==> src/rtl/qar_irq_pkg.sv <==
// Shared constants and types for the qar interrupt controller.
package qar_irq_pkg;

    localparam int unsigned ADDR_W          = 6;
    localparam int unsigned DATA_W          = 32;
    localparam int unsigned ID_W            = 5;
    localparam int unsigned PRIO_W          = 2;
    localparam int unsigned CLAIM_VALID_BIT = 31;

    localparam int unsigned STAT_BUSY_BIT   = 0;
    localparam int unsigned STAT_ERR_BIT    = 1;
    localparam int unsigned STAT_ID_LSB     = 8;

    localparam logic [ADDR_W-1:0] IRQ_PENDING   = 6'h0;
    localparam logic [ADDR_W-1:0] IRQ_ENABLE    = 6'h1;
    localparam logic [ADDR_W-1:0] IRQ_EDGE      = 6'h2;
    localparam logic [ADDR_W-1:0] IRQ_PRIORITY  = 6'h3;
    localparam logic [ADDR_W-1:0] IRQ_CLAIM     = 6'h4;
    localparam logic [ADDR_W-1:0] IRQ_COMPLETE  = 6'h5;
    localparam logic [ADDR_W-1:0] IRQ_THRESHOLD = 6'h6;
    localparam logic [ADDR_W-1:0] IRQ_STATUS    = 6'h7;

    typedef enum logic {
        IRQ_IDLE    = 1'b0,
        IRQ_CLAIMED = 1'b1
    } irq_state_e;

endpackage

==> src/rtl/qar_irq_prio_tree.sv <==
// Combinational selector: highest priority eligible source, ties to lowest index.
module qar_irq_prio_tree
    import qar_irq_pkg::*;
#(
    parameter int unsigned NUM_SRC = 8
) (
    input  logic [NUM_SRC-1:0]        eligible,
    input  logic [PRIO_W*NUM_SRC-1:0] prio,
    output logic                      valid,
    output logic [ID_W-1:0]           id
);

    logic [PRIO_W-1:0] best_prio;

    // Only a strictly higher priority displaces an earlier winner, so ties keep the lower index.
    always_comb begin
        valid     = 1'b0;
        id        = '0;
        best_prio = '0;
        for (int unsigned i = 0; i < NUM_SRC; i++) begin
            if (eligible[i] && (!valid || (prio[PRIO_W*i +: PRIO_W] > best_prio))) begin
                valid     = 1'b1;
                id        = ID_W'(i);
                best_prio = prio[PRIO_W*i +: PRIO_W];
            end
        end
    end

endmodule

==> src/rtl/qar_irq_ctrl.sv <==
// Register-mapped interrupt controller with claim/complete handshake.
// Define QAR_IRQ_EDGE_EN to build the EDGE register and sticky edge-mode pending bits.
module qar_irq_ctrl
    import qar_irq_pkg::*;
#(
    parameter int unsigned NUM_SRC = 8
) (
    input  logic               clk,
    input  logic               rst_n,
    input  logic               bus_write,
    input  logic               bus_read,
    input  logic [5:0]         addr_word,
    input  logic [31:0]        wdata,
    output logic [31:0]        rdata,
    input  logic [NUM_SRC-1:0] src_irq,
    output logic               cpu_irq
);

    localparam int unsigned PRIO_VEC_W = PRIO_W * NUM_SRC;

    irq_state_e             state_q, state_d;
    logic [NUM_SRC-1:0]     src_prev_q, src_prev_d;
    logic [NUM_SRC-1:0]     enable_q, enable_d;
    logic [NUM_SRC-1:0]     in_service_q, in_service_d;
    logic [PRIO_VEC_W-1:0]  prio_q, prio_d;
    logic [PRIO_W-1:0]      thresh_q, thresh_d;
    logic [ID_W-1:0]        claimed_id_q, claimed_id_d;
    logic                   cmpl_err_q, cmpl_err_d;

    logic [NUM_SRC-1:0]     pending;
    logic [NUM_SRC-1:0]     edge_mode;
    logic [NUM_SRC-1:0]     eligible;
    logic [NUM_SRC-1:0]     claim_onehot;
    logic                   best_valid;
    logic [ID_W-1:0]        best_id;

    logic wr_enable, wr_prio, wr_complete, wr_thresh, wr_status;
    logic claim_fire, cmpl_ok;

    assign wr_enable   = bus_write && (addr_word == IRQ_ENABLE);
    assign wr_prio     = bus_write && (addr_word == IRQ_PRIORITY);
    assign wr_complete = bus_write && (addr_word == IRQ_COMPLETE);
    assign wr_thresh   = bus_write && (addr_word == IRQ_THRESHOLD);
    assign wr_status   = bus_write && (addr_word == IRQ_STATUS);

    // A claim only takes effect when the read actually returns a valid id.
    assign claim_fire   = bus_read && (addr_word == IRQ_CLAIM) && (state_q == IRQ_IDLE) && best_valid;
    assign cmpl_ok      = wr_complete && (state_q == IRQ_CLAIMED) && (wdata[ID_W-1:0] == claimed_id_q);
    assign claim_onehot = NUM_SRC'(1) << best_id;
    assign src_prev_d   = src_irq;

`ifdef QAR_IRQ_EDGE_EN
    logic               wr_pending, wr_edge;
    logic [NUM_SRC-1:0] edge_q, edge_d;
    logic [NUM_SRC-1:0] sticky_q, sticky_d;
    logic [NUM_SRC-1:0] sticky_clr;

    assign wr_pending = bus_write && (addr_word == IRQ_PENDING);
    assign wr_edge    = bus_write && (addr_word == IRQ_EDGE);

    // Sticky edge capture; a new rising edge always beats any clear in the same cycle.
    always_comb begin
        edge_d     = edge_q;
        sticky_clr = '0;
        if (wr_edge) begin
            edge_d     = wdata[NUM_SRC-1:0];
            sticky_clr = sticky_clr | (edge_q ^ wdata[NUM_SRC-1:0]);
        end
        if (wr_pending) begin
            sticky_clr = sticky_clr | (wdata[NUM_SRC-1:0] & edge_q);
        end
        if (claim_fire) begin
            sticky_clr = sticky_clr | (claim_onehot & edge_q);
        end
        sticky_d = (sticky_q & ~sticky_clr) | (src_irq & ~src_prev_q & edge_d);
    end

    always_ff @(posedge clk or negedge rst_n) begin
        if (!rst_n) begin
            edge_q   <= '0;
            sticky_q <= '0;
        end else begin
            edge_q   <= edge_d;
            sticky_q <= sticky_d;
        end
    end

    assign edge_mode = edge_q;
    assign pending   = (edge_q & sticky_q) | (~edge_q & src_prev_q);
`else
    assign edge_mode = '0;
    assign pending   = src_prev_q;
`endif

    always_comb begin
        for (int unsigned i = 0; i < NUM_SRC; i++) begin
            eligible[i] = pending[i] && enable_q[i] && !in_service_q[i]
                          && (prio_q[PRIO_W*i +: PRIO_W] > thresh_q);
        end
    end

    qar_irq_prio_tree #(
        .NUM_SRC (NUM_SRC)
    ) u_prio_tree (
        .eligible (eligible),
        .prio     (prio_q),
        .valid    (best_valid),
        .id       (best_id)
    );

    assign cpu_irq = (state_q == IRQ_IDLE) && best_valid;

    // Config registers, claim/complete state machine and error flag.
    always_comb begin
        state_d      = state_q;
        enable_d     = enable_q;
        prio_d       = prio_q;
        thresh_d     = thresh_q;
        in_service_d = in_service_q;
        claimed_id_d = claimed_id_q;
        cmpl_err_d   = cmpl_err_q;

        if (wr_enable) enable_d = wdata[NUM_SRC-1:0];
        if (wr_prio)   prio_d   = wdata[PRIO_VEC_W-1:0];
        if (wr_thresh) thresh_d = wdata[PRIO_W-1:0];
        if (wr_status && wdata[STAT_ERR_BIT]) cmpl_err_d = 1'b0;

        case (state_q)
            IRQ_IDLE: begin
                if (claim_fire) begin
                    state_d      = IRQ_CLAIMED;
                    in_service_d = in_service_q | claim_onehot;
                    claimed_id_d = best_id;
                end
            end
            IRQ_CLAIMED: begin
                if (cmpl_ok) begin
                    state_d      = IRQ_IDLE;
                    in_service_d = in_service_q & ~(NUM_SRC'(1) << claimed_id_q);
                    claimed_id_d = '0;
                end
            end
            default: state_d = IRQ_IDLE;
        endcase

        if (wr_complete && !cmpl_ok) cmpl_err_d = 1'b1;
    end

    always_ff @(posedge clk or negedge rst_n) begin
        if (!rst_n) begin
            state_q      <= IRQ_IDLE;
            src_prev_q   <= '0;
            enable_q     <= '0;
            in_service_q <= '0;
            prio_q       <= '0;
            thresh_q     <= '0;
            claimed_id_q <= '0;
            cmpl_err_q   <= 1'b0;
        end else begin
            state_q      <= state_d;
            src_prev_q   <= src_prev_d;
            enable_q     <= enable_d;
            in_service_q <= in_service_d;
            prio_q       <= prio_d;
            thresh_q     <= thresh_d;
            claimed_id_q <= claimed_id_d;
            cmpl_err_q   <= cmpl_err_d;
        end
    end

    // Read mux; zero when no read strobe.
    always_comb begin
        rdata = '0;
        if (bus_read) begin
            case (addr_word)
                IRQ_PENDING:   rdata = DATA_W'(pending);
                IRQ_ENABLE:    rdata = DATA_W'(enable_q);
                IRQ_EDGE:      rdata = DATA_W'(edge_mode);
                IRQ_PRIORITY:  rdata = DATA_W'(prio_q);
                IRQ_CLAIM: begin
                    if ((state_q == IRQ_IDLE) && best_valid) begin
                        rdata[CLAIM_VALID_BIT] = 1'b1;
                        rdata[ID_W-1:0]        = best_id;
                    end
                end
                IRQ_THRESHOLD: rdata = DATA_W'(thresh_q);
                IRQ_STATUS: begin
                    rdata[STAT_BUSY_BIT]             = (state_q == IRQ_CLAIMED);
                    rdata[STAT_ERR_BIT]              = cmpl_err_q;
                    rdata[STAT_ID_LSB +: ID_W]       = claimed_id_q;
                end
                default: rdata = '0;
            endcase
        end
    end

endmodule

==> config.mk <==
export PLATFORM = sky130hd
export DESIGN_NAME = qar_irq_ctrl
export DESIGN_NICKNAME = d
export VERILOG_FILES = /design/src/rtl/qar_irq_pkg.sv /design/src/rtl/qar_irq_prio_tree.sv /design/src/rtl/qar_irq_ctrl.sv
export SDC_FILE = /design/constraint.sdc
export NUM_CORES = 1
export LEC_CHECK = 0
export CORE_MARGIN = 2
export CORE_UTILIZATION = 55
export DETAILED_ROUTE_END_ITERATION = 7
export GPL_ROUTABILITY_DRIVEN = 1
export PLACE_DENSITY = 0.94
export SYNTH_ARGS = -nofsm -noshare
export SYNTH_HDL_FRONTEND = slang
export SYNTH_SLANG_ARGS = --single-unit
==> constraint.sdc <==
create_clock -name clk -period 27.1 [get_ports clk]
set_input_delay 2.71 -clock clk [delete_from_list [all_inputs] [get_ports clk]]
set_output_delay 2.71 -clock clk [all_outputs]
set_load 0.02 [all_outputs]
* After elaboration in Yosys (flattened, before gate mapping)
Cells that the tools add are included.
Storage, ports and cells: flip-flop bits (word level) 49
Cells by class: multiplexer cells 42, bitwise logic cells 4, shift operators 2, reduce and logical (&&, ||, !) cells 70, order comparisons 15, eq/ne operators 9
Operators by type and width (number):
- 1-bit logical AND | 44
- 32-bit 2-to-1 mux | 1
- 2-bit greater-than comparator | 15
- 6-bit by 3-bit equality test with 1-bit output, second input constant | 4
- 5-bit case mux with 2 select lines | 2
- 2-bit 2-to-1 mux | 9
- 1-bit logical NOT | 16
- 8-bit 2-to-1 mux | 2
- 8-bit case mux with 2 select lines | 1
- 1-bit by 5-bit left shift with 8-bit output, first input constant | 2
- 1-bit 2-to-1 mux | 15
- 3-bit 2-to-1 mux | 5
- 5-bit 2-to-1 mux | 3
- 2-bit case mux with 6 select lines | 1
- 3-bit case mux with 4 select lines | 1
- 3-bit case mux with 3 select lines | 1
- 8-bit bitwise AND | 1
- 8-bit inverter | 1
- 8-bit OR | 1
- 1-bit logical OR | 7
- 6-bit by 1-bit equality test with 1-bit output, second input constant | 1
- 6-bit by 2-bit equality test with 1-bit output, second input constant | 1
- 6-bit logical NOT | 1
- 5-bit equality test | 1
- other kinds (6) | 6

* Logic depth before layout (Yosys ltp)
Gate-level depths: netlist of the first run.
depth in word-level cells 36, mapped depth 52

* Modules after synthesis
Synthesis of the first run repeated with hierarchy kept, for this count alone.
Unflattened totals: cell total of the unflattened synthesis 408, area total of the unflattened synthesis 3722.3 µm²
By module, submodules not included:
- qar_irq_ctrl | sequential area each 1226.2 µm², cells each 308, area an instance 3020.4 µm², times used 1
- qar_irq_prio_tree | sequential area each 0.0 µm², cells each 100, area an instance 701.9 µm², times used 1

* Worst setup path before layout of the first run
Ideal clock, no wire load.
kind reg-to-output, start point reg thresh_q[1], end point out rdata[1], path slack 15.274 ns, data arrival time 9.116 ns, cell stages (with the launch flop) 48, cells stage by stage dfrtp_1 inv_1 ha_1 nor2b_1 o211a_1 nand2_1 ha_1 nor2b_1 o21ai_0 a21oi_1 a22oi_1 ha_1 nor2b_1 a2bb2oi_1 a21o_1 a221o_1 and2_1 ha_1 [... 12 more ...] a21oi_1 ha_1 a211oi_1 a21oi_2 nor2b_1 a31oi_1 ha_1 a211oi_1 a31o_4 nor2_1 a22o_1 a21oi_1 ha_1 a211oi_1 a31o_2 a211oi_1 nand2b_1 a21oi_1
On the way: longest elaborated chain between the ends 35
RTL lines:
- from (decl) | RTL line qar_irq_ctrl.sv:26 | logic [PRIO_W-1:0] thresh_q, thresh_d;
- from (signal assigned) | RTL line qar_irq_ctrl.sv:165 | thresh_q <= thresh_d;
- 2-bit greater-than comparator | RTL line qar_irq_ctrl.sv:98 | && (prio_q[PRIO_W*i +: PRIO_W] > thresh_q);
- 1-bit logical AND | RTL line qar_irq_ctrl.sv:98
- 2-bit 2-to-1 mux or 1-bit 2-to-1 mux (tied branches) | RTL line qar_irq_prio_tree.sv:21 | if (eligible[i] && (!valid || (prio[PRIO_W*i +: PRIO_W] > best_prio))) begin
- 2-bit greater-than comparator or 1-bit logical NOT (tied branches) | RTL line qar_irq_prio_tree.sv:21
- 1-bit logical OR | RTL line qar_irq_prio_tree.sv:21
- 1-bit logical AND | RTL line qar_irq_prio_tree.sv:21
- 2-bit 2-to-1 mux or 1-bit 2-to-1 mux (tied branches) | RTL line qar_irq_prio_tree.sv:21
- 2-bit greater-than comparator or 1-bit logical NOT (tied branches) | RTL line qar_irq_prio_tree.sv:21
- [... 19 more ...]
- 2-bit greater-than comparator or 1-bit logical NOT (tied branches) | RTL line qar_irq_prio_tree.sv:21
- 1-bit logical OR | RTL line qar_irq_prio_tree.sv:21
- 1-bit logical AND | RTL line qar_irq_prio_tree.sv:21
- 1-bit 2-to-1 mux | RTL line qar_irq_prio_tree.sv:21
- 1-bit logical AND | RTL line qar_irq_ctrl.sv:181 | if ((state_q == IRQ_IDLE) && best_valid) begin
- 5-bit 2-to-1 mux | RTL line qar_irq_ctrl.sv:181
- 2-bit case mux with 6 select lines (*) | RTL line qar_irq_ctrl.sv:175 | case (addr_word)
- 32-bit 2-to-1 mux (*) | RTL line qar_irq_ctrl.sv:174 | if (bus_read) begin
- to (decl) | RTL line qar_irq_ctrl.sv:14 | output logic [31:0] rdata,
Mark *: on every way between the ends. The rest lies on a longest branch, timed or not.

* Worst setup path in the final report of the first run
Ends and elaborated chain as after synthesis.

==> results of run 1 <==
[metal layers]
layer | vias up | GRT usage
met2 | 161 | 0.446
met4 | 0 | 0.111
met3 | 28 | 0.0438
li1 | 1461 | -
met5 | - | 0
met1 | 1533 | 0.349
[how the worst min path moves through the flow]
| stage | startpoint | end | slack, ns | cells after the start |
|---|---|---|---|---|
| final | prio_q[14]$_DFFE_PN0P_ | prio_q[14]$_DFFE_PN0P_ | 0.51 | 1 |
| after global routing | prio_q[14]$_DFFE_PN0P_ | prio_q[14]$_DFFE_PN0P_ | 0.54 | 1 |
| after CTS | prio_q[14]$_DFFE_PN0P_ | prio_q[14]$_DFFE_PN0P_ | 0.52 | 1 |
| after detailed placement | prio_q[14]$_DFFE_PN0P_ | prio_q[14]$_DFFE_PN0P_ | 0.50 | 1 |
| after global placement | cmpl_err_q$_DFFE_PN0P_ | cmpl_err_q$_DFFE_PN0P_ | 0.49 | 2 |
| after floorplan | in_service_q[7]$_DFFE_PN0P_ | in_service_q[7]$_DFFE_PN0P_ | 0.46 | 2 |
[layout make-up]
type	count	area, sq um	share of cell area
clock buffers	7	96.3	0.0228
well taps	77	96.3	0.0228
repair buffers	51	505	0.120
multi-input cells	302	2280	0.540
flip-flops and latches	47	1180	0.278
inverters	17	63.8	0.0151
clock inverters	1	7.51	0.00178
[Yosys cell counts, types with 3 or more instances]
cell type | count | area (sq um)
inv_1 | 16 | 60.1
a21oi_1 | 15 | 75.1
and3_1 | 3 | 18.8
nor2b_1 | 17 | 106
o211ai_1 | 3 | 22.5
nor2_1 | 28 | 105
o2111ai_1 | 3 | 26.3
mux2i_1 | 5 | 50.1
mux2_2 | 33 | 372
buf_4 | 15 | 113
a211oi_1 | 5 | 37.5
o2111a_1 | 3 | 33.8
a21o_1 | 5 | 37.5
clkbuf_1 | 6 | 22.5
nand3_1 | 7 | 35.0
o31ai_1 | 4 | 30.0
ha_1 | 30 | 375
a31oi_1 | 8 | 50.1
nand2b_1 | 3 | 18.8
and2_1 | 8 | 50.1
a22oi_1 | 7 | 52.6
a221oi_1 | 3 | 26.3
dfrtp_1 | 47 | 1180
buf_1 | 3 | 11.3
o21ai_0 | 11 | 55.1
nand2_1 | 30 | 113
nor3_1 | 11 | 55.1
[critical path, delay by kind of cell (launching register included)]
kind | cells | cell delay [ns]
AOI/OAI and AO/OA | 26 | 5.60
adders and majority gates | 8 | 2.26
and+or+nand+nor | 12 | 1.96
buffers and inverters | 3 | 1.01
DFF | 1 | 0.40
[state kept, by name (all words and copies together) (netlist names)]
| name | cells |
|---|---|
| claimed_id_q | 3 |
| cmpl_err_q | 1 |
| enable_q | 8 |
| in_service_q | 8 |
| pending | 8 |
| prio_q | 16 |
| state_q | 1 |
| thresh_q | 2 |
[logic make-up (layout without fill, tap and decap cells)]
kind of cell	after synthesis	after routing	synth area share
other	1	15	0.00103
and+or+nand+nor	123	123	0.178
adders and majority gates	30	30	0.104
muxes	39	39	0.120
xor gates and xnor gates	3	3	0.00725
DFF	47	47	0.324
AOI/OAI and AO/OA	92	92	0.204
buffers and inverters	42	76	0.0611
[report_power, final]
| part | internal [mW] | switching, mW | leakage (nW) |
|---|---|---|---|
| Clock | 0.0232 | 0.0235 | 0.0505 |
| Combinational | 0.0308 | 0.0392 | 1.23 |
| Sequential | 0.0764 | 0.00866 | 0.610 |
| Total | 0.130 | 0.0714 | 1.89 |
==> results.json, run 1 <==
{
  "p_total_mw": 0.202,
  "yosysSeqAreaShare": 0.324,
  "finish.cell_count_without_fillers": 502,
  "power-per-cell-area_nw_per_um2": 47.7,
  "ioPinCount": 83,
  "wl_met3_microns": 757,
  "crit-reg2reg-launch": "thresh_q[1]$_DFFE_PN0P_",
  "die_width_microns": 85.2,
  "critical_path.max_fanout": 9,
  "topRoutingLayerUsed": "met4",
  "fin_tns_setup_ns": 0,
  "gpl.final_weighted_congestion": 0.993,
  "globalRouteOverflowTotal": 0,
  "async_flop_share": 1.00,
  "worst_pin_slew_ns": 1.03,
  "port_buffers": 51,
  "critical_path_required_ns": 24.39,
  "core_sq_um": 6350,
  "hold_ws_ns": 0.514,
  "cellLeakagePower_nw": 1.89,
  "cts.sinks": 47,
  "crit_path_start_kind": "register",
  "post_cts_resized": 0,
  "start_point_of_the_critical_path": "thresh_q[1]$_DFFE_PN0P_",
  "post_cts_hold_buffer_count": 0,
  "setup_repair_after_global_routing_missed_its_margin": "no",
  "dr_total_vias": 3183,
  "final_net_count": 504,
  "period_share": 0.525,
  "outcome": "completed",
  "dp.cells": 494,
  "grt_start_max_net_pins": 48,
  "floorplan.rows": 29,
  "number_of_enable_type_register_cells_in_the_synthesized_netlist": 0,
  "total_count_of_hold_check_failures_in_the_final_report": 0,
  "clock_root_buffer": "clkbuf_8",
  "dp_worst_setup_slack_ns": 13.40,
  "antenna_found_initial": 0,
  "ys_warn_count": 0,
  "m1WireLength_microns": 3820,
  "detail_route.wirelength_microns": 9460,
  "maxCapViolCount": 0,
  "floorplan.die_area_sq_um": 7260,
  "layout-area-overhead-vs-synth_pct": 16.6,
  "max-slew-margin-rel": 0.314,
  "dr.pass1.iters": 6,
  "synth.lib_cells_used.distinct": 65,
  "critPathMostFrequentCell": "ha_1",
  "clk_pin_slew_ns": 0.08,
  "setup_crit_end_kind": "primary output",
  "detailedRoute.firstIterationViolations": 239,
  "crit_path_max_incr_delay_ns": 0.64,
  "dpl_cell_area_sq_um": 4120,
  "peakVddDrop_mv": 0.0319,
  "clock_tree_from_tritoncts": "yes",
  "drt_drc_violations_left": 0,
  "post_drt_via_cell_ratio": 6.34,
  "floorplan.die.height_microns": 85.2,
  "synth.avg_cell_area_sq_um": 9.61,
  "max_freq_ghz": 0.0703,
  "initial_utilization": 0.571,
  "fill_cells": 500,
  "layout_setup_ws_ns": 12.87,
  "grt_usage": 0.269,
  "final_design_area_no_fill_sq_um": 4230,
  "critical_path.reg2reg.endpoint": "in_service_q[2]$_DFFE_PN0P_",
  "worstRegToRegCells": 49,
  "maxSlewViolCount": 0,
  "final_period_minus_worst_setup_slack_ns": 14.23,
  "grt_pass1_wl_microns": 15400,
  "setup_viol_count_final": 0,
  "netlist_area_sq_um": 3620,
  "cts-htree-levels": 2,
  "clkLatencyLatePin_ns": 0.30,
  "critical_path_arrival_ns": 11.52,
  "antenna-diode-count": 0,
  "route.antenna.remaining_nets": 0,
  "timing.reg2reg.setup_slack_ns": 16.30,
  "postCtsSetupBuffers": 0,
  "timing.critical_path.slowest_stage_cell": "clkdlybuf4s50_1",
  "syn-instance-count": 377,
  "util_after_layout": 0.665,
  "postSynthRegisterBits": 47,
  "layout.cells.most_common": "clkdlybuf4s50_1",
  "drive_above_1_share": 0.139,
  "drt-wirelength-per-cell_microns": 18.9,
  "holdCritPathClass": "reg2reg",
  "setup_skew_after_layout_ns": 0.0109,
  "most_common_flop_cell_mapped_by_yosys": "dfrtp_1",
  "dr_wl_met2_microns": 4580,
  "hpwlAfterDp_microns": 7250,
  "cts_inserted_buffers": 5,
  "grt_pass1_vias": 3120,
  "cts_buffer_depth": 2,
  "critPathKind": "reg2out",
  "timing.critical_path.to": "rdata[1]",
  "most_frequent_cells_in_the_layout": "clkdlybuf4s50_1, dfrtp_1, mux2_2, nand2_1, ha_1"
}
No activity file was read; power rests on OpenSTA's default activity.
==> inputs of run 2 (changes only) <==
--- a/config.mk
+++ b/config.mk
@@ -6,10 +6,10 @@
 export NUM_CORES = 1
 export LEC_CHECK = 0
 export CORE_MARGIN = 2
-export CORE_UTILIZATION = 55
+export CORE_UTILIZATION = 51
 export DETAILED_ROUTE_END_ITERATION = 7
 export GPL_ROUTABILITY_DRIVEN = 1
-export PLACE_DENSITY = 0.94
+export PLACE_DENSITY = 0.88
 export SYNTH_ARGS = -nofsm -noshare
 export SYNTH_HDL_FRONTEND = slang
 export SYNTH_SLANG_ARGS = --single-unit
==> constraint.sdc (replaced) <==
create_clock -name clk -period 13.9 [get_ports clk]
set_input_delay 1.39 -clock clk [delete_from_list [all_inputs] [get_ports clk]]
set_output_delay 1.39 -clock clk [all_outputs]
set_load 0.02 [all_outputs]
==> run 2 against run 1 <==
First-iteration DRC count fell by 6.3%. Setup slack got worse by 12 ns. Hold slack gained 0.0029 ns.
==> results.json, run 2 (same netlist as run 1, synthesis figures left out) <==
{
  "antenna_found_initial": 0,
  "layout-area-overhead-vs-synth_pct": 17.6,
  "setup_crit_end_kind": "primary output",
  "most_frequent_cells_in_the_layout": "clkdlybuf4s50_1, dfrtp_1, mux2_2, nand2_1, ha_1",
  "route.antenna.remaining_nets": 0,
  "fin_tns_setup_ns": 0,
  "core_sq_um": 6830,
  "floorplan.die_area_sq_um": 7800,
  "power.share.combinational": 0.338,
  "cts_inserted_buffers": 5,
  "clkLatencyLatePin_ns": 0.30,
  "globalRouteOverflowTotal": 0,
  "outcome": "completed",
  "postCtsSetupBuffers": 0,
  "dr.pass1.iters": 4,
  "final_design_area_no_fill_sq_um": 4260,
  "clock_root_buffer": "clkbuf_8",
  "sw_frac_of_total": 0.342,
  "max-slew-margin-rel": 0.310,
  "dp.cells": 513,
  "cellInternalPower_mw": 0.267,
  "floorplan.rows": 30,
  "critical_path.max_fanout": 9,
  "power-per-cell-area_nw_per_um2": 95.1,
  "multi_input_area_sq_um": 2280,
  "total_count_of_hold_check_failures_in_the_final_report": 0,
  "critical_path_required_ns": 12.51,
  "cts-htree-levels": 2,
  "grt_pass1_vias": 3084,
  "antenna-diode-count": 0,
  "clock_tree_from_tritoncts": "yes",
  "final_net_count": 504,
  "timing.critical_path.slowest_stage_cell": "clkdlybuf4s50_1",
  "util_after_layout": 0.624,
  "crit_path_max_incr_delay_ns": 0.55,
  "critPathKind": "reg2out",
  "dr_total_vias": 3196,
  "worst_pin_slew_ns": 1.03,
  "flip_flop_count_of_the_largest_register_after_layout": 16,
  "floorplan.die.height_microns": 88.3,
  "grt_pass1_wl_microns": 15500,
  "period_share": 0.944,
  "timing.critical_path.buf_inv": 2,
  "fill_cells": 575,
  "peakVddDrop_mv": 0.0481,
  "pwr-share-seq": 0.407,
  "drt_drc_violations_left": 0,
  "max_freq_ghz": 0.0762,
  "cts_buffer_depth": 2,
  "clk_pin_slew_ns": 0.08,
  "post_cts_hold_buffer_count": 0,
  "port_buffers": 51,
  "timing.critical_path.max_delay_family": "compound AO/OA/AOI/OAI gates",
  "gpl.final_weighted_congestion": 0.986,
  "holdCritPathClass": "reg2reg",
  "layout.cells.most_common": "clkdlybuf4s50_1",
  "p_sw_mw": 0.139,
  "detail_route.wirelength_microns": 9610,
  "grt_start_max_net_pins": 48,
  "crit_path_start_kind": "register",
  "cellLeakagePower_nw": 1.90,
  "hpwlAfterDp_microns": 7290,
  "power.share.clock": 0.255,
  "die_width_microns": 88.3,
  "post_drt_via_cell_ratio": 6.13,
  "final_period_minus_worst_setup_slack_ns": 13.13,
  "initial_utilization": 0.531,
  "critical_path_arrival_ns": 11.74,
  "dpl_cell_area_sq_um": 4150,
  "seq_area_sq_um": 1180,
  "setup_skew_after_layout_ns": 0.00812,
  "maxCapViolCount": 0,
  "detailedRoute.firstIterationViolations": 224,
  "grt_usage": 0.259,
  "drt-wirelength-per-cell_microns": 18.4,
  "regMostFlops": "prio_q",
  "post_cts_resized": 0,
  "cts.sinks": 47,
  "finish.cell_count_without_fillers": 521,
  "setup_viol_count_final": 0,
  "drive_above_1_share": 0.139,
  "setup_repair_after_global_routing_missed_its_margin": "no",
  "critPathMostFrequentCell": "ha_1",
  "maxSlewViolCount": 0,
  "ioPinCount": 83
}
## run 2: changes by cell type in the layout (fill, tap and decap cells not counted)
cell | before | now
bufinv_16 | 0 | 1
clkbuf_8 | 7 | 6
clkinv_2 | 0 | 1
clkinvlp_4 | 1 | 0
## run 2: routing by layer
metal | up-vias | routed length, microns | GRT usage
li1 | 1463 | - | -
met1 | 1543 | 3900 | 0.334
met3 | 27 | 642 | 0.0382
met2 | 163 | 4830 | 0.445
met4 | 0 | 239 | 0.0909
met5 | - | 0 | 0
## run 2: cell type report
| class | count | area share |
|---|---|---|
| inverter | 17 | 0.0150 |
| clock buffer | 6 | 0.0194 |
| clock inverter | 2 | 0.00822 |
| sequential | 47 | 0.276 |
| tap | 96 | 0.0282 |
| timing repair buffer | 51 | 0.119 |
| multi-input combinational | 302 | 0.535 |
## run 2: worst paths after layout
| check | depth (start not counted) | to | slack [ns] | from |
|---|---|---|---|---|
| worst max-delay path | 50 | rdata[1] | 0.77 | thresh_q[1]$_DFFE_PN0P_ |
| worst min-delay path | 1 | prio_q[14]$_DFFE_PN0P_ | 0.52 | prio_q[14]$_DFFE_PN0P_ |
| worst max register to register | 49 | claimed_id_q[1]$_DFFE_PN0P_ | 2.90 | thresh_q[1]$_DFFE_PN0P_ |
| worst min register to register | 1 | prio_q[14]$_DFFE_PN0P_ | 0.52 | prio_q[14]$_DFFE_PN0P_ |
| max in group asynchronous | 1 | enable_q[4]$_DFFE_PN0P_ | 12.00 | rst_n |
| min in group asynchronous | 1 | prio_q[14]$_DFFE_PN0P_ | 1.27 | rst_n |
## run 2: power by group through the flow
stage	Sequential (mW)	Combinational, mW	Clock (mW)
finish	0.165	0.137	0.103
global placement	0.166	0.127	0
global route	0.167	0.153	0.110
floorplan	0.160	0.103	0
detailed placement	0.167	0.135	0
CTS	0.164	0.136	0.105
## run 2: through the flow
| stage | hold WS, ns | power, mW | worst slack [ns] |
|---|---|---|---|
| floorplan | 0.463 | 0.263 | 3.39 |
| global placement | 0.488 | 0.294 | 1.77 |
| detailed placement | 0.501 | 0.302 | 1.41 |
| CTS | 0.522 | 0.405 | 1.01 |
| global route | 0.546 | 0.430 | 0.0570 |
| finish | 0.516 | 0.406 | 0.774 |
==> inputs of run 3 (changes only) <==
--- a/config.mk
+++ b/config.mk
@@ -5,11 +5,13 @@
 export SDC_FILE = /design/constraint.sdc
 export NUM_CORES = 1
 export LEC_CHECK = 0
+export CAP_MARGIN = 40
 export CORE_MARGIN = 2
 export CORE_UTILIZATION = 51
 export DETAILED_ROUTE_END_ITERATION = 7
 export GPL_ROUTABILITY_DRIVEN = 1
 export PLACE_DENSITY = 0.88
+export SKIP_LAST_GASP = 1
 export SYNTH_ARGS = -nofsm -noshare
 export SYNTH_HDL_FRONTEND = slang
 export SYNTH_SLANG_ARGS = --single-unit
==> run 3 against run 2 <==
Wire length down 0.20%. Non-clock buffer count is 1 higher. Clock skew up 0.0038 ns. Die area unchanged. Cell area decreased by 0.21%. Critical path depth up 1. Global-route usage fell by 0.45 points. Clock-buffer cell count shrank 1. Hold slack improved by 0.0072 ns. Critical path type unchanged.
==> results.json, run 3 (same netlist as run 1, synthesis figures left out) <==
{
  "outcome": "completed",
  "drt_drc_violations_left": 0,
  "p_sw_mw": 0.139,
  "cellLeakagePower_nw": 1.89,
  "maxCapViolCount": 0,
  "layout_setup_ws_ns": 0.772,
  "floorplan.die_area_sq_um": 7800,
  "dpl_cell_area_sq_um": 4170,
  "globalRouteOverflowTotal": 0,
  "dr.pass1.iters": 5,
  "final_period_minus_worst_setup_slack_ns": 13.13,
  "critical_path.max_fanout": 9,
  "cellInternalPower_mw": 0.244,
  "floorplan.die.height_microns": 88.3,
  "dr_total_vias": 3246,
  "setup_repair_after_global_routing_missed_its_margin": "no",
  "holdCritPathClass": "reg2reg",
  "regMostFlops": "prio_q",
  "grt_usage": 0.255,
  "layout-area-overhead-vs-synth_pct": 17.4,
  "max_freq_ghz": 0.0762,
  "multi_input_area_sq_um": 2280,
  "pwr-share-seq": 0.431,
  "flip_flop_count_of_the_largest_register_after_layout": 16,
  "clkLatencyLatePin_ns": 0.30,
  "port_buffers": 51,
  "worst_pin_slew_ns": 0.920,
  "ioPinCount": 83,
  "final_net_count": 505,
  "postCtsSetupBuffers": 0,
  "power-per-cell-area_nw_per_um2": 90.2,
  "cts.sinks": 47,
  "most_frequent_cells_in_the_layout": "clkdlybuf4s50_1, dfrtp_1, mux2_2, nand2_1, ha_1",
  "critical_path_arrival_ns": 11.74,
  "final_design_area_no_fill_sq_um": 4250,
  "maxSlewViolCount": 0,
  "peakVddDrop_mv": 0.0527,
  "hold_ws_ns": 0.524,
  "crit_path_max_incr_delay_ns": 0.55,
  "setup_viol_count_final": 0,
  "hpwlAfterDp_microns": 7470,
  "route.antenna.remaining_nets": 0,
  "antenna-diode-count": 0,
  "sw_frac_of_total": 0.364,
  "dp_worst_setup_slack_ns": 1.32,
  "fill_cells": 555,
  "die_width_microns": 88.3,
  "initial_utilization": 0.531,
  "gpl.final_weighted_congestion": 0.986,
  "core_sq_um": 6830,
  "drt-wirelength-per-cell_microns": 18.4,
  "layout.cells.most_common": "clkdlybuf4s50_1",
  "cts_buffer_depth": 2,
  "cts-htree-levels": 2,
  "total_count_of_hold_check_failures_in_the_final_report": 0,
  "timing.critical_path.slowest_stage_cell": "clkdlybuf4s50_1",
  "power.share.combinational": 0.362,
  "setup_skew_after_layout_ns": 0.0120,
  "setup_crit_end_kind": "primary output",
  "detailedRoute.firstIterationViolations": 273,
  "grt_start_max_net_pins": 27,
  "critical_path_required_ns": 12.51,
  "timing.reg2reg.setup_slack_ns": 2.88,
  "fin_tns_setup_ns": 0,
  "grt_pass1_wl_microns": 15200,
  "crit_path_start_kind": "register",
  "grt_pass1_vias": 3097,
  "clock_tree_from_tritoncts": "yes",
  "period_share": 0.944,
  "antenna_found_initial": 0,
  "p_total_mw": 0.384,
  "power.share.clock": 0.208,
  "drive_above_1_share": 0.143,
  "critPathKind": "reg2out",
  "floorplan.rows": 30,
  "max-slew-margin-rel": 0.386,
  "cts_inserted_buffers": 5,
  "post_drt_via_cell_ratio": 6.22,
  "clk_pin_slew_ns": 0.09,
  "clock_root_buffer": "clkbuf_8",
  "detail_route.wirelength_microns": 9590,
  "seq_area_sq_um": 1180
}
-- run 3: cell count changes in the layout (fill, tap and decap cells not counted), sizes merged --
cell    delta
bufinv     -1
clkinv     +2
buf        +1
clkbuf     -1
-- run 3: cell type report --
class / count / share of cell area
Clock inverter: 3 / 0.00353
Tap cell: 96 / 0.0282
Sequential cell: 47 / 0.276
Clock buffer: 5 / 0.0162
Timing Repair Buffer: 52 / 0.124
Multi-Input combinational cell: 302 / 0.537
Inverter: 17 / 0.0150
-- run 3: power groups by stage --
stage                     logic [mW]  clock network (mW)  registers [mW]
after floorplan                0.103                   0           0.160
after CTS                      0.136              0.0809           0.164
after global routing           0.154              0.0869           0.166
after detailed placement       0.136                   0           0.167
after global placement         0.127                   0           0.166
final                          0.139              0.0796           0.165
-- run 3: final timing paths --
path / to / depth (start not counted) / from
max: rdata[1] / 51 / thresh_q[1]$_DFFE_PN0P_
min: cmpl_err_q$_DFFE_PN0P_ / 2 / cmpl_err_q$_DFFE_PN0P_
max reg2reg: claimed_id_q[1]$_DFFE_PN0P_ / 50 / thresh_q[1]$_DFFE_PN0P_
min reg2reg: cmpl_err_q$_DFFE_PN0P_ / 2 / cmpl_err_q$_DFFE_PN0P_
max in group asynchronous: in_service_q[4]$_DFFE_PN0P_ / 2 / rst_n
min in group asynchronous: prio_q[10]$_DFFE_PN0P_ / 1 / rst_n
-- run 3: critical path: cells and delay by family (launching register included) --
family | cells | cell delay, ns
AO/OA/AOI/OAI | 28 | 5.85
adder cells (fa/ha/maj) | 8 | 2.28
buffers and inverters | 3 | 0.89
flip-flops | 1 | 0.40
AND/OR/NAND/NOR | 12 | 2.01
-- run 3: repair_timing --
item	4_1_cts	5_1_grt
resized for setup	0	1
hold buffers	0	0
setup endpoints to repair	0	1
-- run 3: per-layer routing --
metal | share of wire | wire length [microns] | global-route usage | vias up
met5 | 0 | 0 | 0 | -
met4 | 0.033 | 316 | 0.113 | 0
met3 | 0.067 | 642 | 0.0354 | 28
met2 | 0.49 | 4740 | 0.428 | 173
met1 | 0.41 | 3890 | 0.327 | 1580
li1 | - | - | - | 1465
-- run 3: through the flow --
| stage | utilization | instances |
|---|---|---|
| 6_report | 0.623 | 522 |
| 5_1_grt | 0.623 | 522 |
| 4_1_cts | 0.622 | 522 |
| 3_5_place_dp | 0.610 | 514 |
| 3_3_place_gp | 0.607 | 513 |
| 2_1_floorplan | - | 391 |
==> RTL change: new RTL, config.mk and constraints of run 3 <==
`NUM_SRC` is set to 8 in 2 places; all go to 16.
--- a/src/rtl/qar_irq_prio_tree.sv
+++ b/src/rtl/qar_irq_prio_tree.sv
@@ -3,5 +3,5 @@
     import qar_irq_pkg::*;
 #(
-    parameter int unsigned NUM_SRC = 8
+    parameter int unsigned NUM_SRC = 16
 ) (
     input  logic [NUM_SRC-1:0]        eligible,
--- a/src/rtl/qar_irq_ctrl.sv
+++ b/src/rtl/qar_irq_ctrl.sv
@@ -4,5 +4,5 @@
     import qar_irq_pkg::*;
 #(
-    parameter int unsigned NUM_SRC = 8
+    parameter int unsigned NUM_SRC = 16
 ) (
     input  logic               clk,
Interface: changed (resized src_irq); port bits go from 83 to 91. No check against the original RTL was run, so the function may have changed too.
==> RTL change against run 3 <==
  * The run now ends with negative setup slack left
  * Fmax down 34%
  * Worst setup slack worse by 6700 ps
  * Final area up 130%
  * Via count up 130%
  * Synthesized area up 77%
  * Clock skew up 19 ps
  * Routed wire length rose to 2.9 times the old value
  * Power rose to 2.9 times the old value
  * Utilization up 18 points
  * Sequential cell count up 41
  * Largest power group is now combinational cells
==> RTL change: results <==
metrics = {
    "worst_hold_path": {
        "hp-start": "cmpl_err_q",
        "hold_path_class": "flip-flop to flip-flop",
        "min_path_cells": 1,
    },
    "grt": {
        "use_met3_pct": 9.78,
        "grtUsageMet1_pct": 42.7,
        "first_global_vias": 7188,
        "grt_util_met2_pct": 60.0,
        "grt.total_usage_pct": 36.7,
        "grt_max_degree": 57,
        "grt_pass1_wl_um": 37200,
        "antenna_found_initial": 0,
    },
    "finish": {
        "fin_cells": 1066,
        "regMostFlops": "prio_q",
        "largest_reg_flops": 32,
        "drive_gt1_share_pct": 41.9,
        "num_antenna_cells": 0,
    },
    "pwr": {
        "p_leak_uw": 0.00442,
        "swShare_pct": 37.5,
        "ir_worst_vdd_v": 0.0000985,
    },
    "routing": {
        "post_drt_via_cell_ratio": 6.86,
        "finalWirelength_um": 28200,
        "first_pass_iters": 6,
        "drt_iter0_drc": 951,
    },
    "logic_synthesis": {
        "synthDistinctLibCells": 75,
        "synth_area_leaders": "dfrtp_1, mux2_2, ha_1, o21ai_0, nand2_1",
        "synth_nets": 773,
        "yosys-top-cells-count": "dfrtp_1, mux2_2, ha_1",
        "syn-instance-count": 660,
        "async_flop_share_pct": 100,
        "seq_area_frac_synth_pct": 34.4,
    },
    "timing": {
        "finalSetupViolCount": 24,
        "fin_ws_ps": -5910,
        "fin_skew_ps": 30.5,
        "tightest_slew_ps": 857,
    },
    "setup_path": {
        "timing.rr.end": "in_service_q[6]",
        "cpMaxStageDelayCell": "dfrtp_1",
        "arrival_ps": 18420,
        "worstReg2RegStart": "thresh_q[1]",
        "critical-path-max-stage-delay_ps": 390,
        "rrSetupSlack_ps": -4580,
        "reg2regPathDepth": 104,
        "cp_max_fo": 6,
    },
    "clock_tree": {
        "clkTransAtPathRegs_ps": 60,
        "cts_root_buffer": "clkbuf_16",
        "insertion_delay_ps": 380,
        "cts-buffers-inserted": 9,
        "cts_htree_levels": 3,
    },
    "outcome": {
        "status": "finished, violations left",
        "violations": "negative setup slack",
    },
    "place": {
        "dp_slack_ps": -5440,
        "place_congestion": 1.00,
        "dp_hpwl_um": 15700,
        "placedCellCount": 1010,
        "port_buffers": 90,
    },
}
## RTL change: changes by cell type after synthesis, moves of 15 or more
cell            run 3  this run
o21ai_0            11        47
buf_4              15         0
nand2_1            30        51
ha_1               30        55
mux2_2             33        69
dfrtp_1            47        88
## RTL change: final cells by class
cell class | instances | area [sq um]
clock buffer | 11 | 253
tap | 168 | 210
multi-input combinational | 525 | 4860
timing repair buffer | 240 | 2060
sequential | 88 | 2200
inverter | 29 | 113
clock inverter | 5 | 85.1
fill | 642 | 2330
## RTL change: logic make-up after synthesis
kind of cell / Yosys count / synth area share [%]
AOI/OAI and AO/OA: 190 / 21.6
xor gates and xnor gates: 4 / 0.547
adders and majority gates: 56 / 10.9
buffers and inverters: 47 / 2.99
DFF: 88 / 34.4
muxes: 73 / 12.8
and+or+nand+nor: 202 / 16.8
## RTL change: repair_timing
action	4_1_cts	5_1_grt
buffers inserted	24	17
pin swaps	72	73
resized for setup	68	78
endpoints found under the hold margin	0	0
endpoints found under the setup margin	24	24
## RTL change: critical path, delay by kind of cell (launching register included)
kind / cells / cell delay [ps]
AOI/OAI and AO/OA: 50 / 8720
and+or+nand+nor: 28 / 3440
adders and majority gates: 17 / 4440
muxes: 2 / 610
DFF: 1 / 390
buffers and inverters: 3 / 410
## RTL change: how the worst max path moves through the flow
stage,start,to,slack (ps),cells after the start
CTS,thresh_q[1],rdata[3],-5390,101
detailed placement,thresh_q[1],rdata[3],-5440,97
floorplan,thresh_q[1],rdata[2],-4700,100
finish,thresh_q[1],rdata[2],-5910,100
global route,thresh_q[1],rdata[2],-6440,100
global placement,thresh_q[1],rdata[2],-4550,99
## RTL change: per-layer routing
| layer | share of wire (%) | up-vias |
|---|---|---|
| met2 | 45 | 666 |
| met1 | 35 | 3440 |
| met3 | 11 | 250 |
| met4 | 8.8 | 0 |
| met5 | 0 | - |
| li1 | - | 2953 |
## RTL change: through the flow
stage | cell area, sq um | setup TNS (ps) | total power [uW] | hold WS, ps
global route | 9780 | -122130 | 1170 | 551
floorplan | 6680 | -82760 | 528 | 464
global placement | 8510 | -72560 | 656 | 490
finish | 9780 | -109320 | 1130 | 533
detailed placement | 8530 | -94690 | 680 | 515
CTS | 9270 | -91210 | 1010 | 533
## RTL change: power groups by stage
| stage | clock network [uW] | logic (uW) | registers, uW |
|---|---|---|---|
| floorplan | 0 | 227 | 301 |
| global placement | 0 | 353 | 304 |
| detailed placement | 0 | 375 | 306 |
| CTS | 284 | 426 | 301 |
| global route | 301 | 558 | 307 |
| finish | 291 | 532 | 306 |
